===== config.mk =====
export PLATFORM = sky130hd
export DESIGN_NAME = pipe_ctrl
export DESIGN_NICKNAME = d
export VERILOG_FILES = /design/src/rtl/pipe_ctrl.sv
export SDC_FILE = /design/constraint.sdc
export NUM_CORES = 1
export LEC_CHECK = 0
export BUFFER_PORTS_ARGS = -buffer_cell sky130_fd_sc_hd__buf_2
export CORE_MARGIN = 5
export CORE_UTILIZATION = 40
export DETAILED_ROUTE_END_ITERATION = 6
export GPL_ROUTABILITY_DRIVEN = 0
export PLACE_DENSITY = 0.69
export SLEW_MARGIN = 40
export SYNTH_ARGS = -nofsm -noshare
export SYNTH_HDL_FRONTEND = slang
export SYNTH_SLANG_ARGS = --single-unit

===== constraint.sdc =====
create_clock -name clk -period 2.2 [get_ports clk]
set_input_delay 0.22 -clock clk [delete_from_list [all_inputs] [get_ports clk]]
set_output_delay 0.22 -clock clk [all_outputs]
set_load 0.03 [all_outputs]

===== src/rtl/pipe_ctrl.sv =====
// Pipeline control for the five-stage core: per-stage stall vector, one-cycle
// flush/redirect on exception or eret, EX-stall watchdog and stall-cycle counter.
module pipe_ctrl #(
  parameter logic [31:0] EXC_VECTOR    = 32'h0000_0020,
  parameter logic [31:0] ERET_CODE     = 32'h0000_000e,
  parameter int unsigned STALL_TIMEOUT = 255
) (
  input  logic        clk,
  input  logic        rst,
  input  logic        stallreq_id,
  input  logic        stallreq_ex,
  input  logic [31:0] excepttype_i,
  input  logic [31:0] cp0_epc_i,
  output logic [5:0]  stall,
  output logic        flush,
  output logic [31:0] new_pc,
  output logic        timeout,
  output logic [31:0] stall_cycles
);

  localparam logic [7:0] TIMEOUT_CNT = 8'(STALL_TIMEOUT);

  typedef enum logic {RUN, FLUSH} state_t;

  state_t      state_q, state_d;
  logic        flush_q, flush_d;
  logic [31:0] new_pc_q, new_pc_d;
  logic        timeout_q, timeout_d;
  logic [31:0] stall_cycles_q, stall_cycles_d;
  logic [7:0]  ex_cnt_q, ex_cnt_d;
  logic        exc_present;

  assign exc_present = (excepttype_i != 32'h0);

  always_comb begin
    state_d        = state_q;
    flush_d        = 1'b0;
    new_pc_d       = new_pc_q;
    timeout_d      = 1'b0;
    ex_cnt_d       = 8'h0;
    stall          = 6'b000000;
    stall_cycles_d = stall_cycles_q;

    case (state_q)
      RUN: begin
        if (exc_present) begin
          state_d  = FLUSH;
          flush_d  = 1'b1;
          new_pc_d = (excepttype_i == ERET_CODE) ? cp0_epc_i : EXC_VECTOR;
        end else if (stallreq_ex) begin
          stall = 6'b001111;
        end else if (stallreq_id) begin
          stall = 6'b000111;
        end
      end
      FLUSH: begin
        // The flushed MEM stage cannot hold a real exception, so ignore it here.
        state_d = RUN;
      end
      default: state_d = RUN;
    endcase

    if (rst) begin
      stall = 6'b000000;
    end

    // Watchdog saturates at the limit so a long stall pulses timeout only once.
    if (stall[3]) begin
      if (ex_cnt_q == TIMEOUT_CNT) begin
        ex_cnt_d = ex_cnt_q;
      end else begin
        ex_cnt_d  = ex_cnt_q + 8'd1;
        timeout_d = (ex_cnt_d == TIMEOUT_CNT);
      end
    end

    if (stall != 6'b000000) begin
      stall_cycles_d = stall_cycles_q + 32'd1;
    end
  end

  always_ff @(posedge clk) begin
    if (rst) begin
      state_q        <= RUN;
      flush_q        <= 1'b0;
      new_pc_q       <= 32'h0;
      timeout_q      <= 1'b0;
      stall_cycles_q <= 32'h0;
      ex_cnt_q       <= 8'h0;
    end else begin
      state_q        <= state_d;
      flush_q        <= flush_d;
      new_pc_q       <= new_pc_d;
      timeout_q      <= timeout_d;
      stall_cycles_q <= stall_cycles_d;
      ex_cnt_q       <= ex_cnt_d;
    end
  end

  assign flush        = flush_q;
  assign new_pc       = new_pc_q;
  assign timeout      = timeout_q;
  assign stall_cycles = stall_cycles_q;

endmodule


## Word level (Yosys, flattened, before mapping)

Index checks and enable logic that the tools add are counted.

- $add $sub $neg: 2
- Equal/unequal tests: 3
- Multiplexer cells: 8
- Bitwise gates (word level): 2
- Reduce and logical (&&, ||, !) cells: 6

Operator list:

| kind | count |
|---|---|
| $add A32 B1 Y32 const B | 1 |
| $eq A32 B4 Y1 const B | 1 |
| $mux W32 | 1 |
| $reduce_bool A32 Y1 | 1 |
| $eq A8 B8 Y1 const B | 2 |
| $mux W4 | 3 |
| $add A8 B1 Y8 const B | 1 |
| $mux W6 | 1 |
| $reduce_bool A6 Y1 | 1 |
| $reduce_or A2 Y1 | 2 |
| $mux W3 | 1 |
| $reduce_or A3 Y1 | 1 |
| $not A1 Y1 | 2 |
| $pmux W1 S2 | 1 |
| $reduce_and A2 Y1 | 1 |
| $mux W1 | 1 |

- Register bits after elaboration: 75
- Input bits: 68
- Word-level logic and storage cells: 27

## Logic depth before layout (Yosys ltp)

Gate-level depths: netlist (run 1).

- Word-level depth: 7
- Depth in mapped cells: 8

## Least setup slack after synthesis (run 1)

OpenSTA, ideal clock, no wires.

- Kind: reg-to-reg
- Start: register stall_cycles_q[2] (netlist: stall_cycles[2])
- End: register stall_cycles_q[23] (netlist: stall_cycles[23])
- Arrival: 2.126 ns
- Setup slack: -0.058 ns
- Stages on the path, launching flop included: 8
- Path buffers: 2
- Period minus slack after synthesis: 2.258 ns
- Path through: dfxtp_1 -> nand3_1 -> or3_4 -> or4_1 -> buf_2 -> buf_2 -> o31ai_1 -> a21oi_1

- Longest elaborated chain between the ends: 1

Ends and longest elaborated chain:

| item | RTL line | source |
|---|---|---|
| start: declaration | 29 | `logic [31:0] stall_cycles_q, stall_cycles_d;` |
| start signal: assignment | 95 | `stall_cycles_q <= stall_cycles_d;` |
| $add A32 B1 Y32 | 78 | `stall_cycles_d = stall_cycles_q + 32'd1;` |

No other way between the ends.
A chain may end at the register's enable or synchronous reset.

## Final worst setup path (run 1)

- Start: register stall_cycles_q[5] (netlist: stall_cycles[5])
- End: register stall_cycles_q[21] (netlist: stall_cycles[21])

The elaborated chain is that of the path after synthesis.

==> results of run 1 <==
cell usage in the layout, fill, tap and decap left out, drive strengths merged:
cell,count
o211ai,1
ha,3
dfxtp,74
nor4,11
o221a,1
a21oi,31
nand4,15
mux2i,1
buf,165
nor2,18
xnor2,5
and4b,1
or4,7
or4b,4
nand3,16
and2,2
nor3,6
a31oi,4
nand3b,4
o211a,1
bufinv,4
conb,2
inv,9
and3,2
o31ai,11
clkbuf,10
or3,15
o21a,2
xor2,4
o31a,1
and4,4
nand2,14
a22o,31
clkinvlp,1
a211oi,1
o21ai,18
registers in the layout, indices dropped and copies added (netlist names):
| signal | cells |
|---|---|
| state_q | 1 |
| stall_cycles | 32 |
| ex_cnt_q | 8 |
| new_pc | 32 |
| timeout | 1 |
where the power goes:
group | leakage, nW | internal (W) | switching (W)
clock network | 0.133 | 0.000903 | 0.000514
logic | 1.18 | 0.0000572 | 0.0000613
registers | 0.601 | 0.00134 | 0.00000178
total | 1.92 | 0.00230 | 0.000577
critical path: stages (launching register included):
cell	delay, ns
dfxtp_4	0.38
nand4_2	0.13
or3_4	0.43
or4_1	0.43
buf_6	0.17
or3_1	0.34
a21oi_1	0.14
cells by family after synthesis:
| logic type | Yosys count |
|---|---|
| AND/OR/NAND/NOR | 119 |
| AO/OA/AOI/OAI | 102 |
| flip-flops | 74 |
| buffers and inverters | 30 |
| XOR/XNOR | 9 |
| adder cells (fa/ha/maj) | 3 |
| other | 1 |
| multiplexers | 1 |
area by class of cell:
type	instances	area (sq um)	share of cell area (%)
multi-input combinational	236	1554	35.27
sequential	74	1495	33.94
timing repair buffer	165	924.6	20.99
clock buffer	10	137.6	3.124
clock inverter	6	136.4	3.096
tap	102	127.6	2.897
inverter	8	30.03	0.6816
path summary, 6_finish.rpt:
check,start,to,slack [ns],depth (start not counted)
min,cp0_epc_i[26],new_pc[26],0.08,2
max,stall_cycles[5],stall_cycles[21],0.12,6
min reg2reg,new_pc[26],new_pc[26],0.48,1
max reg2reg,stall_cycles[5],stall_cycles[21],0.12,6
stage by stage:
step / cells / power (W)
2_1_floorplan: 340 / 0.001415
6_report: 601 / 0.002875
3_3_place_gp: 584 / 0.001490
3_5_place_dp: 584 / 0.001493
4_1_cts: 600 / 0.002912
5_1_grt: 601 / 0.002979
routing by layer:
metal	wire (microns)	global-route usage (%)
met5	0	0
met4	118	6.723
met3	772	7.643
met2	4572	31.51
met1	3722	20.07
repair_timing:
| item | in CTS | in global routing |
|---|---|---|
| hold endpoints to repair | 0 | 0 |
| setup buffers | 0 | 1 |
| setup endpoints to repair | 0 | 4 |
| resized for setup | 0 | 4 |
==> impl_results.md, run 1 <==
* Outcome: finished clean
* Final setup fails at 0
* Post-Syn Area at 3158 sq um
* Post-synthesis mux area share at 0.3170%
* Total CTS buffers at 9
* Hold Crit Class: primary input to flop
* Area of placed instances at 4114 sq um
* Leak at 1.916 nW
* Top-count cell post-synth: dfxtp_1
* # IOs at 140
* Clock Skew at 0.008819 ns
* Slew Limit Fails at 0
* Max-capacitance violation count at 0
* H-Tree Depth at 3
* Final Hold Vio Count at 0
* Initial Utilization at 40.87%
* Critical path class: flop to flop
* Post-route ant nets at 0
* Share of layout cells above drive strength 1 at 40.48%
* P per Cell Area at 652.7 nW/um^2
* Final instance area at 4405 sq um
* Synth top area share at 46.91%
* Async S/R FF share, synth at 0%
* Clock Latency Late Sink at 0.35 ns
* Hpwl dp at 6994 microns
* Largest family of logic cells by synthesized area: simple AND/OR/NAND/NOR gates
* Final setup TNS at 0 ns
* XOR/XNOR share of the synthesized area at 2.496%
* Synth area leaders: dfxtp_1 (47%), a22o_1 (8.6%), a21oi_1 (4.9%)
* CTS Hold Buffers Added at 0
* Critical Path AT at 2.36 ns
* Mean routed wirelength per cell at 15.28 microns
* Antenna diodes at 0
* Post-synthesis cell count at 339
* Place WS at -0.1737 ns
* DIE HEIGHT at 98.86 microns
* Seq/Total Area, Yosys at 46.91%
* Fin util at 57.01%
* Setup ws final at 0.1202 ns
* Fin crit share at 94.54%
* DR vias at 3,218
* Primary FF master, synth: dfxtp_1
* Synth Area in Compound Gates at 21.67%
* Yosys Warn Count at 0
* DRC Markers at 0
* CP Max Fanout at 16
* Pin count of the biggest net entering global routing at 35
* Crit. End Element: flop
* 1st-iter DRT viols at 90
* Nets at 565
* Final WL at 9185 microns
* Post-Synth Simple-Gate Area at 23.14%
* VDD IR max at 0.5895 mV
* Vias in the first global route at 3,096
* Worst setup SP type: flop
* Wire length of the first global-routing pass at 14,450 microns
* Fin crit period at 2.080 ns
* Number of fill cells at 733
* WP data required at 2.48 ns
* CTS tree: built
* Clock Pin Slew Worst Setup and Hold Paths at 0.08 ns
* CTS root buf: clkbuf_8
* Total global-route track usage at 18.30%
* Synth top cells by count: dfxtp_1 (74), a21oi_1 (31), a22o_1 (31), nor2_1 (18), o21ai_0 (18)
* GRT overflow at 0
* First-pass DRT Iterations at 4
* Site row count at 32
* Die span in x at 98.86 microns
* Worst hold margin at 0.08114 ns
* RSZ-0062 raised after global routing: no
* Count of flip-flops with a built-in enable after synthesis at 0
* Avg Inst Size Synth at 9.316 sq um
* Area Overhead vs Synth at 39.50%
* Port Buffer Count at 137
* Max Clk Rate at 480.8 MHz
* Clock sink count at 74
* Yosys top cell by area: dfxtp_1
* Adder-Cell Fraction of Synth Area at 1.189%
* Yosys cell types at 40
* Initial antenna violation count at 0
* Core Region at 7727 sq um
* Die area at 9772 sq um
* Clock buffer depth at 2
* #FFs+latches synth at 74
* Vias per cell at 5.354
(Power assumes the default switching activity.)
==> run 2: changes to the inputs <==
- CORE_UTILIZATION: 40 -> 47
- GPL_TIMING_DRIVEN: default -> 0
- PLACE_DENSITY: 0.69 -> 0.8
==> run 2 against run 1 <==
  * Sequential share of layout area increased by 1.1 points
  * Worst hold slack got worse by 0.0037 ns
  * Sequential power hardly changed
  * Register-to-register slack lost 0.04 ns
  * Wire length grew 2.1%
  * Critical path depth up 1
  * Cell area shrank 1.9%
  * Clock-buffer cell count is 1 lower
  * Sequential cell count unchanged
  * Global-route usage increased by 3.3 points
  * Clock power decreased by 9.9%
  * Via count increased by 2.0%
==> impl_results.md, run 2 (synthesis gave the netlist of run 1 again) <==
* Slew Limit Fails at 0
* Clock sink count at 74
* Critical Path AT at 2.34 ns
* Mean routed wirelength per cell at 16.26 microns
* Hold Crit Class: primary input to flop
* Core Region at 6459 sq um
* Max-capacitance violation count at 0
* Antenna diodes at 0
* VDD IR max at 0.4160 mV
* Gr busiest metal: met2
* Crit Reg-Reg Startpoint: stall_cycles[1]
* Overall power at 0.002732 W
* First-pass DRT Iterations at 4
* Fin util at 66.93%
* CP max stage cell: or3_4
* Total global-route track usage at 21.56%
* Register share of total power at 48.8%
* Slew HR at 56.97%
* Final WL at 9382 microns
* Commonest cells after routing, fill and taps aside: buf_2 (136), dfxtp_1 (61), a22o_1 (31), a21oi_1 (31), o21ai_0 (18)
* Clock buffer depth at 2
* Post-route ant nets at 0
* Met1 Usage GRT at 24.82%
* Fin crit period at 2.121 ns
* Critical Path Max Stage Delay at 0.43 ns
* Sw Ratio at 21.64%
* Critical path class: flop to flop
* Clock Pin Slew Worst Setup and Hold Paths at 0.08 ns
* Leak at 1.857 nW
* Hold_sp: cp0_epc_i[12]
* Clock Latency Late Sink at 0.35 ns
* P_int at 0.002141 W
* Wire length of the first global-routing pass at 14,900 microns
* Clock Power Share at 46.8%
* DRC Markers at 0
* Hpwl dp at 7075 microns
* 1st-iter DRT viols at 138
* Share of layout cells above drive strength 1 at 40.20%
* Vias per cell at 5.686
* Final instance area at 4323 sq um
* Critical Path, Cell by Cell: nand3_4, or3_4, or4_1, clkbuf_4, buf_4, o31ai_1, a21oi_1
* Total CTS buffers at 9
* Site row count at 29
* Final Hold Vio Count at 0
* Initial Utilization at 48.90%
* H-Tree Depth at 3
* Outcome: finished clean
* M3 GR Usage at 5.483%
* Die span in x at 91.97 microns
* Placed Cells at 553
* Max Clk Rate at 471.6 MHz
* Die area at 8458 sq um
* Nets at 566
* CTS root buf: clkbuf_8
* Area Overhead vs Synth at 36.89%
* Initial antenna violation count at 0
* WP data required at 2.42 ns
* Commonest non-fill, non-tap cell in the layout: buf_2
* Worst hold margin at 0.07743 ns
* GRT overflow at 0
* DIE HEIGHT at 91.97 microns
* CP Max Fanout at 10
* DR vias at 3,281
* Final setup fails at 0
* Fin crit share at 96.39%
* Critical path launch point: stall_cycles[1]
* CTS tree: built
* Port Buffer Count at 136
* Worst setup SP type: flop
* Crit. End Element: flop
* Clock Skew at 0.008994 ns
* Pin count of the biggest net entering global routing at 14
* Comb power frac at 4.4%
* P_sw at 0.0005913 W
* Area of placed instances at 3946 sq um
* Vias in the first global route at 3,210
* Routing usage on met2 at 37.90%
* Worst-Margin Slew at 0.6405 ns
* P per Cell Area at 632.1 nW/um^2
* Post-Layout Cell Count at 577
* # IOs at 140
-- run 2: cell count changes in the layout (fill, tap and decap cells not counted), sizes merged --
cell	before	now
clkbuf	10	25
bufinv	4	3
buf	165	150
clkinv	0	2
-- run 2: area by class of cell --
| type | count | area, sq um |
|---|---|---|
| clock inverters | 7 | 116.4 |
| flip-flops and latches | 74 | 1515 |
| fillers | 539 | 2136 |
| multi-input cells | 236 | 1585 |
| inverters | 8 | 30.03 |
| clock buffers | 9 | 123.9 |
| repair buffers | 145 | 748.2 |
| plain buffers | 21 | 107.6 |
| well taps | 77 | 96.34 |
-- run 2: worst paths after layout --
check	end	slack, ns	depth (start not counted)
max reg2reg	stall_cycles[29]	0.08	7
max	stall_cycles[29]	0.08	7
min reg2reg	new_pc[2]	0.47	1
min	new_pc[12]	0.08	2
-- run 2: power groups by stage --
stage | clock network, W | registers (W) | logic, W
floorplan | 0 | 0.00138 | 0.0000362
global placement | 0 | 0.00137 | 0.000115
detailed placement | 0 | 0.00137 | 0.000118
CTS | 0.00128 | 0.00134 | 0.000118
global route | 0.00134 | 0.00133 | 0.000130
finish | 0.00128 | 0.00133 | 0.000119
-- run 2: per-stage QoR --
| stage | worst slack (ns) | setup TNS, ns |
|---|---|---|
| 3_3_place_gp | -0.1640 | -2.201 |
| 4_1_cts | 0.007120 | 0 |
| 6_report | 0.07948 | 0 |
| 5_1_grt | -0.02071 | -0.05452 |
| 2_1_floorplan | 0.007089 | 0 |
| 3_5_place_dp | -0.2070 | -3.539 |
-- run 2: metal layers --
layer	wire length, microns	vias up
met2	4765	126
li1	-	1595
met1	3709	1543
met4	141	0
met5	0	-
met3	765	17
-- run 2: worst max-delay path: cells and delay by family, from the launching register on --
family	cells	cell delay, ns
compound gates	2	0.30
flops	1	0.38
buf+inv	2	0.37
simple gates	3	0.94
-- run 2: timing repair --
item / 4_1_cts / 5_1_grt
setup buffers: 2 / 7
gates cloned: 0 / 0
pin swaps: 1 / 3
hold buffers: 0 / 0
resized for setup: 4 / 25
setup endpoints to repair: 21 / 19
==> run 3: changes to the inputs <==
- CORE_UTILIZATION: 47 -> 51
- PLACE_DENSITY: 0.8 -> 0.85
- REMOVE_ABC_BUFFERS: default -> 1
- clock period: 2.2 -> 2.46 ns (I/O delays scaled with it)
==> run 3 against run 2 <==
  * Sequential share of layout area rose by 0.68 points
  * Critical path depth fell by 2
  * Worst setup slack improved by 0.079 ns
  * Sequential power fell by 9.8%
  * Maximum frequency fell by 7.9%
  * Sequential cell count did not move
  * Largest power group unchanged
  * Clock power fell by 20%
  * Critical path type unchanged
  * Critical endpoint is now stall_cycles[27]
  * Via count fell by 3.6%
==> impl_results.md, run 3 (synthesis gave the netlist of run 1 again) <==
* GRT overflow at 0
* Crit. End Element: flop
* 1st-iter DRT viols at 174
* Vias in the first global route at 3,009
* H-Tree Depth at 3
* Pin count of the biggest net entering global routing at 36
* Comb power frac at 4.5%
* Critical path class: flop to flop
* WP data required at 2.73 ns
* Slew Limit Fails at 0
* Total CTS buffers at 9
* Max-capacitance violation count at 0
* Final WL at 8528 microns
* Final instance area at 4146 sq um
* Die area at 7866 sq um
* Core Region at 5956 sq um
* Hold Crit Class: primary input to flop
* Nets at 541
* Antenna diodes at 0
* Worst-Margin Slew at 0.7163 ns
* Critical Path AT at 2.57 ns
* DRC Markers at 0
* Crit path max-delay family: simple AND/OR/NAND/NOR gates
* Commonest non-fill, non-tap cell in the layout: buf_2
* CTS root buf: clkbuf_8
* Hold_sp: cp0_epc_i[20]
* CP max stage cell: or4_4
* P_int at 0.001845 W
* First-pass DRT Iterations at 4
* Clock Skew at 0.009891 ns
* Max Clk Rate at 434.5 MHz
* DIE HEIGHT at 88.69 microns
* Vias per cell at 5.761
* Worst reg2reg endpoint: stall_cycles[27]
* Final setup fails at 0
* Clock Latency Late Sink at 0.35 ns
* # IOs at 140
* P per Cell Area at 563.9 nW/um^2
* Commonest cells after routing, fill and taps aside: buf_2 (137), dfxtp_1 (74), a22o_1 (31), a21oi_1 (31), o21ai_0 (18)
* CTS tree: built
* Clock Pin Slew Worst Setup and Hold Paths at 0.07 ns
* P_sw at 0.0004929 W
* Share of layout cells above drive strength 1 at 35.86%
* Fin crit period at 2.301 ns
* Number of fill cells at 500
* Clock buffer depth at 2
* Worst path buffer plus inverter count at 0
* Total global-route track usage at 21.12%
* Slew HR at 52.25%
* Register share of total power at 51.4%
* Wire length of the first global-routing pass at 13,200 microns
* R2R setup slack at 0.16 ns
* Worst Hold End: new_pc[20]
* Initial Utilization at 53.03%
* Post-route ant nets at 0
* Hpwl dp at 6343 microns
* Crit Reg-Reg Startpoint: stall_cycles[2]
* Site row count at 28
* CTS Hold Buffers Added at 0
* Clock sink count at 74
* RSZ-0062 raised after global routing: no
* Outcome: finished clean
* DR vias at 3,163
* Port Buffer Count at 137
* Fin util at 69.62%
* Fin crit share at 93.55%
* Overall power at 0.002338 W
* Worst Reg-to-Reg Cells at 5
* Critical Path Max Stage Delay at 0.52 ns
* Final Hold Vio Count at 0
* Sw Ratio at 21.08%
* Die span in x at 88.69 microns
* Critical Path, Cell by Cell: nand3_1, or3_4, or4_4, or3_1, a21oi_1
* CP Max Fanout at 16
* Initial antenna violation count at 0
* VDD IR max at 0.3880 mV
* Leak at 1.773 nW
* WHS Path Cells at 2
* Clock Power Share at 44.1%
* Mean routed wirelength per cell at 15.53 microns
* Worst setup SP type: flop
* Area of placed instances at 3910 sq um
* Area Overhead vs Synth at 31.30%
## run 3: changes by cell type in the layout (fill, tap and decap cells not counted), moves of 6 or more
cell and delta:
dfxtp_2 -6, dfxtp_4 -7, dfxtp_1 +13, clkbuf_1 -11, buf_4 -12
## run 3: cell type report
type | instances | area (sq um) | area share [%]
multi-input cells | 236 | 1568 | 37.81
flip-flops and latches | 74 | 1481 | 35.73
repair buffers | 141 | 755.7 | 18.23
clock buffers | 11 | 141.4 | 3.410
well taps | 75 | 93.84 | 2.263
clock inverters | 4 | 76.32 | 1.841
inverters | 8 | 30.03 | 0.7242
## run 3: worst max path at each step
stage,start,to,slack [ns],cells after the start
floorplan,stall_cycles[2],stall_cycles[17],0.12,5
global placement,excepttype_i[25],new_pc[25],-0.59,6
detailed placement,excepttype_i[25],stall_cycles[4],-0.12,6
CTS,stall_cycles[2],stall_cycles[31],0.15,5
global route,excepttype_i[16],stall[0],0.0009,6
finish,stall_cycles[2],stall_cycles[27],0.16,5
## run 3: layer usage
metal / routed length (microns) / track usage (%)
met3: 594 / 6.518
met4: 171 / 7.692
met2: 4253 / 34.48
met5: 0 / 0
met1: 3508 / 26.22
## run 3: what timing repair did
action / CTS / global route
hold endpoints to repair: 0 / 0
buffers inserted: 2 / 0
endpoints found under the setup margin: 7 / 0
gates resized for setup: 1 / 0
## run 3: power by group through the flow
stage / clock network (W) / registers, W / logic [W]
global route: 0.00111 / 0.00120 / 0.000114
finish: 0.00103 / 0.00120 / 0.000105
detailed placement: 0 / 0.00123 / 0.000104
floorplan: 0 / 0.00123 / 0.0000212
global placement: 0 / 0.00123 / 0.0000938
CTS: 0.00105 / 0.00120 / 0.000105
## run 3: stage by stage
step	setup TNS [ns]	cells	setup slack [ns]	hold WS (ns)
after detailed placement	-0.7688	532	-0.1225	0.4539
after global placement	-18.38	530	-0.5947	0.4514
final	0	549	0.1586	0.1073
after CTS	0	549	0.1541	0.09405
after global routing	0	549	0.0009186	0.09061
after floorplan	0	318	0.1201	0.3151
